<file path="src/rtl/result_reader_pkg.sv">
// Shared constants for the result reader: default word width, row packing width
// and the output FSM state encoding.
package result_reader_pkg;

  localparam int DW_DEFAULT = 20;
  localparam int ROW_W      = 4 * DW_DEFAULT + 2;

  localparam logic [0:0] IDLE = 1'b0;
  localparam logic [0:0] SEND = 1'b1;

  // Row layout is {col_idx, MU1, MU2, MU3, MU4}
  function automatic int row_width(input int dw);
    return 4 * dw + 2;
  endfunction

endpackage

</file>
<file path="src/rtl/result_reader_row_fifo.sv">
// Row buffer for the result reader: DEPTH packed rows with occupancy tracking.
// A push into a full buffer is accepted only when the head is popped in the same cycle.
module row_fifo
  import result_reader_pkg::*;
#(
  parameter int RW    = ROW_W,
  parameter int DEPTH = 4
) (
  input  logic          clk,
  input  logic          rst,
  input  logic          push,
  input  logic          pop,
  input  logic [RW-1:0] din,
  output logic [RW-1:0] dout,
  output logic          full,
  output logic          accept,
  output logic [$clog2(DEPTH):0] count
);

  localparam int AW = $clog2(DEPTH);

  logic [RW-1:0] mem [DEPTH];
  logic [AW-1:0] wr_ptr;
  logic [AW-1:0] rd_ptr;
  logic          empty;
  logic          do_pop;

  assign empty  = (count == '0);
  assign full   = (count == (AW + 1)'(DEPTH));
  assign do_pop = pop && !empty;
  assign accept = push && !rst && (!full || do_pop);
  assign dout   = mem[rd_ptr];

  // NOTE: sequential state uses non-blocking assignments so every flop samples pre-edge values.
  always_ff @(posedge clk) begin
    if (rst) begin
      wr_ptr <= '0;
      rd_ptr <= '0;
      count  <= '0;
    end else begin
      if (accept) wr_ptr <= wr_ptr + 1'b1;  // power-of-two depth wraps naturally
      if (do_pop) rd_ptr <= rd_ptr + 1'b1;
      unique case ({accept, do_pop})
        2'b10:   count <= count + 1'b1;
        2'b01:   count <= count - 1'b1;
        default: count <= count;
      endcase
    end
  end

  // NOTE: storage is deliberately not reset; occupancy decides what is valid, and the
  // reader gates outputs so stale contents are never visible.
  always_ff @(posedge clk) begin
    if (accept) mem[wr_ptr] <= din;
  end

endmodule

</file>
<file path="src/rtl/result_reader.sv">
// Buffers MAC result rows and serializes them as one DW-bit word per handshake,
// MU1 first, tagged with column and element index.
module result_reader
  import result_reader_pkg::*;
#(
  parameter int DW    = DW_DEFAULT,
  parameter int DEPTH = 4
) (
  input  logic          clk,
  input  logic          rst,
  input  logic          wr_en,
  input  logic [DW-1:0] MU1,
  input  logic [DW-1:0] MU2,
  input  logic [DW-1:0] MU3,
  input  logic [DW-1:0] MU4,
  input  logic [1:0]    col_idx,
  output logic [DW-1:0] out_data,
  output logic [1:0]    out_col,
  output logic [1:0]    out_elem,
  output logic          out_valid,
  input  logic          out_ready,
  output logic          out_last,
  output logic          full,
  output logic          overflow
);

  localparam int RW = row_width(DW);
  localparam int AW = $clog2(DEPTH);

  logic [0:0]    state;
  logic [0:0]    next_state;
  logic [1:0]    elem;
  logic [RW-1:0] head;
  logic [DW-1:0] word;
  logic [AW:0]   count;
  logic          accept;
  logic          hs;
  logic          pop;

  row_fifo #(.RW(RW), .DEPTH(DEPTH)) u_fifo (
    .clk    (clk),
    .rst    (rst),
    .push   (wr_en),
    .pop    (pop),
    .din    ({col_idx, MU1, MU2, MU3, MU4}),
    .dout   (head),
    .full   (full),
    .accept (accept),
    .count  (count)
  );

  // out_valid comes straight from the state flop, so it never sees out_ready
  assign out_valid = (state == SEND);
  assign hs        = out_valid && out_ready;
  assign pop       = hs && (elem == 2'd3);

  // NOTE: every always_comb output gets a default first so no latch is inferred.
  always_comb begin
    next_state = state;
    case (state)
      IDLE:    if (accept) next_state = SEND;
      SEND:    if (pop && count == {{AW{1'b0}}, 1'b1} && !accept) next_state = IDLE;
      default: next_state = IDLE;
    endcase
  end

  always_comb begin
    word = '0;
    case (elem)
      2'd0:    word = head[4*DW-1 -: DW];
      2'd1:    word = head[3*DW-1 -: DW];
      2'd2:    word = head[2*DW-1 -: DW];
      default: word = head[DW-1 -: DW];
    endcase
  end

  always_ff @(posedge clk) begin
    if (rst) begin
      state    <= IDLE;
      elem     <= 2'd0;
      overflow <= 1'b0;
    end else begin
      state <= next_state;
      if (hs) elem <= elem + 2'd1;  // 3 -> 0 on the popping handshake
      if (wr_en && !accept) overflow <= 1'b1;
    end
  end

  assign out_data = out_valid ? word : '0;
  assign out_col  = out_valid ? head[RW-1 -: 2] : 2'd0;
  assign out_elem = elem;
  assign out_last = out_valid && (elem == 2'd3);

endmodule

</file>
<file path="config.mk">
export PLATFORM = sky130hd
export DESIGN_NAME = result_reader
export DESIGN_NICKNAME = d
export VERILOG_FILES = /design/src/rtl/result_reader_pkg.sv /design/src/rtl/result_reader_row_fifo.sv /design/src/rtl/result_reader.sv
export SDC_FILE = /design/constraint.sdc
export NUM_CORES = 1
export LEC_CHECK = 0
export ABC_AREA = 0
export CORE_ASPECT_RATIO = 0.9
export CORE_MARGIN = 3
export CORE_UTILIZATION = 40
export DETAILED_ROUTE_END_ITERATION = 10
export HOLD_SLACK_MARGIN = 0.1
export SKIP_CTS_REPAIR_TIMING = 1
export SYNTH_ARGS = -nofsm -noshare
export SYNTH_HDL_FRONTEND = slang
export SYNTH_HIERARCHICAL = 1
export SYNTH_SLANG_ARGS = --single-unit
</file>
<file path="constraint.sdc">
create_clock -name clk -period 3.6 [get_ports clk]
set_clock_uncertainty 0.15 [all_clocks]
set_input_delay 0.54 -clock clk [delete_from_list [all_inputs] [get_ports clk]]
set_output_delay 0.54 -clock clk [all_outputs]
set_load 0.005 [all_outputs]
</file>
==> flow_summary.json <==
{
  "p_sw_mw": 1.65,
  "die_w_um": 199,
  "clockBufferDepth": 3,
  "crit_buf_inv": 2,
  "layout-drive-gt1-share_pct": 27.4,
  "num_rows": 63,
  "ys_types": 37,
  "slew_headroom_pct": 49.6,
  "grt_busiest_layer": "met2",
  "clk_pin_slew_ns": 0.06,
  "run_status": "finished, final reports clean",
  "first_global_vias": 6828,
  "multi_input_area_um2": 2970,
  "wirelength_um": 27900,
  "critical_path_required_ns": 2.91,
  "worstMarginPinSlew_ns": 0.755,
  "post-route-util_pct": 49.1,
  "fp.coreArea_um2": 33100,
  "synth_edf_count": 328,
  "yosys_warnings": 6,
  "synth_area_leaders": "edfxtp_1 73%, mux4_2 14%, a221oi_2 2.2%, dfxtp_1 1.9%, a21oi_2 1.4%",
  "switching_share_pct": 19.9,
  "final_nets": 841,
  "cap_violations": 0,
  "worstPathCellList": "ha_1 > buf_4 > a22oi_1 > a221oi_2 > clkdlybuf4s50_1",
  "setup.worst_path.start_class": "register",
  "yosysSeqAreaShare_pct": 75.0,
  "synth_seq_cells": 341,
  "antenna_found_initial": 6,
  "finalPower_mw": 8.30,
  "grt_usage_pct": 15.7,
  "p_leak_nw": 5.06,
  "hold_viol": 0,
  "pwr-share-seq_pct": 54.1,
  "cts_num_sinks": 341,
  "hold_class": "reg -> reg",
  "vias": 6370,
  "ff_latch_area_um2": 10100,
  "drtPass1Iterations": 4,
  "dp_hpwl_um": 17100,
  "yosys.area.top_type": "edfxtp_1",
  "netlist_instances": 603,
  "gr-usage-met2_pct": 25.3,
  "synth_flop_cell": "edfxtp_1",
  "area_delta_synth_final_pct": 20.7,
  "port_buffers": 113,
  "grt-ovfl-total": 0,
  "drc": 0,
  "place.gp.congestion": 0.744,
  "grt_pass1_wl_um": 42600,
  "syn_nets": 700,
  "fin_setup_tns_ns": 0,
  "peakVddDrop_uv": 250,
  "ant_nets": 0,
  "rsz0062_at_grt": "false",
  "cp.arrival_ns": 2.74,
  "internal_power_mw": 6.65,
  "initial_core_util_pct": 40.7,
  "grt_use_met1_pct": 22.0,
  "yosys-top-cells-count": "328 x edfxtp_1, 81 x mux4_2, 32 x inv_1",
  "cp-end-kind": "output port",
  "cts_tree": "yes",
  "period_share_pct": 95.4,
  "vias_per_cell": 5.34,
  "fillCellCount": 2648,
  "slew_viol_final": 0,
  "yosysMostFrequentCell": "edfxtp_1",
  "clock.fmax_mhz": 291,
  "path_class": "reg -> out",
  "syn_avg_cell_area_um2": 22.4,
  "synth_top_cell_area_share_pct": 73.1,
  "comb_power_share_pct": 4.9,
  "critPathTopFamily": "buffers and inverters",
  "clock_latency_ns": 0.51,
  "cp_slowest_cell": "clkdlybuf4s50_1",
  "crit_path_max_fanout": 10,
  "setup_viol": 0,
  "htreeDepth": 2,
  "period_needed_ns": 3.43,
  "mappedNetlistArea_um2": 13500,
  "wire_per_inst_um": 23.4,
  "pwr-share-clk_pct": 41.0,
  "numCtsBuffers": 37,
  "async_flop_share_pct": 0,
  "critPathMaxStageDelay_ns": 0.57,
  "io_pins": 114,
  "die_area_um2": 35900,
  "powerDensity_nw_per_um2": 510,
  "met3_usage_pct": 3.44,
  "drtIter0Drc": 425,
  "grt_max_degree": 83,
  "r2r_setup_slack_ns": 0.79,
  "cts_root_buf": "clkbuf_16",
  "die_y_um": 180
}
[power by group through the flow]
stage | sequential [mW] | combinational [mW] | clock [mW]
3_5_place_dp | 4.57 | 0.411 | 0
6_report | 4.49 | 0.407 | 3.40
4_1_cts | 4.49 | 0.414 | 3.51
3_3_place_gp | 4.57 | 0.397 | 0
5_1_grt | 4.50 | 0.438 | 3.67
2_1_floorplan | 4.57 | 0.171 | 0
[layer usage]
metal	vias up	wire length, um
li1	2804	-
met1	3386	12100
met2	139	13900
met3	35	1470
met4	6	340
met5	-	51
[placed cells by master, fill, tap and decap left out, types with 4 or more instances in the layout]
cell and count:
mux4_2 81, a21oi_1 5, buf_4 10, clkbuf_1 8, nor2_1 8, and2_4 4, clkbuf_16 37, buf_12 11
clkinv_2 9, dfxtp_1 11, edfxtp_1 328, inv_1 32, a21oi_2 21, clkdlybuf4s50_1 113, ha_1 8, a22oi_1 20
a221oi_2 20
[sequential cells by signal (all words and copies together), names as in the netlist, named ones only]
signal         count
u_fifo/count       3
overflow           1
u_fifo/mem       328
out_elem           2
u_fifo/rd_ptr      2
out_valid          1
u_fifo/wr_ptr      2
[logic make-up after synthesis]
kind of cell,count (synthesis),share of synthesized area (%)
multiplexers,84,13.9
AND/OR/NAND/NOR,24,1.10
XOR/XNOR,4,0.260
flip-flops,341,75.0
buffers and inverters,65,3.17
adder cells (fa/ha/maj),11,1.08
AO/OA/AOI/OAI,74,5.46
[metrics by stage]
stage	cells	area [um^2]	setup slack [ns]	hold WS (ns)
global route	1194	16300	0.0165	0.337
finish	1194	16300	0.166	0.308
detailed placement	1125	15100	0.435	0.285
floorplan	603	13500	0.807	0.286
global placement	1125	15100	0.585	0.290
CTS	1189	16200	0.00291	0.306
[worst paths after layout]
check | to | depth (start not counted) | from
worst max-delay path | out_data[2] | 5 | out_elem[1]
worst min-delay path | overflow | 2 | overflow
worst max register to register | u_fifo/count[2] | 11 | out_elem[0]
worst min register to register | overflow | 2 | overflow
[final cells by class]
| cell class | count | area share [%] |
|---|---|---|
| flip-flops and latches | 341 | 62.2 |
| multi-input cells | 197 | 18.2 |
| repair buffers | 134 | 8.77 |
| clock buffers | 46 | 5.96 |
| well taps | 422 | 3.25 |
| clock inverters | 18 | 0.777 |
| inverters | 33 | 0.762 |
| diodes | 3 | 0.0462 |
[worst register-to-register path, stage by stage (launching register included)]
cell and delay (ns):
dfxtp_1 0.54, ha_1 0.24, and3_1 0.21, inv_1 0.11
a211oi_4 0.38, inv_1 0.09, ha_1 0.23, inv_1 0.08
fa_1 0.19, xor2_1 0.08, or3_1 0.30, a21oi_1 0.15
Note: power is estimated with default switching activity, not from simulation.
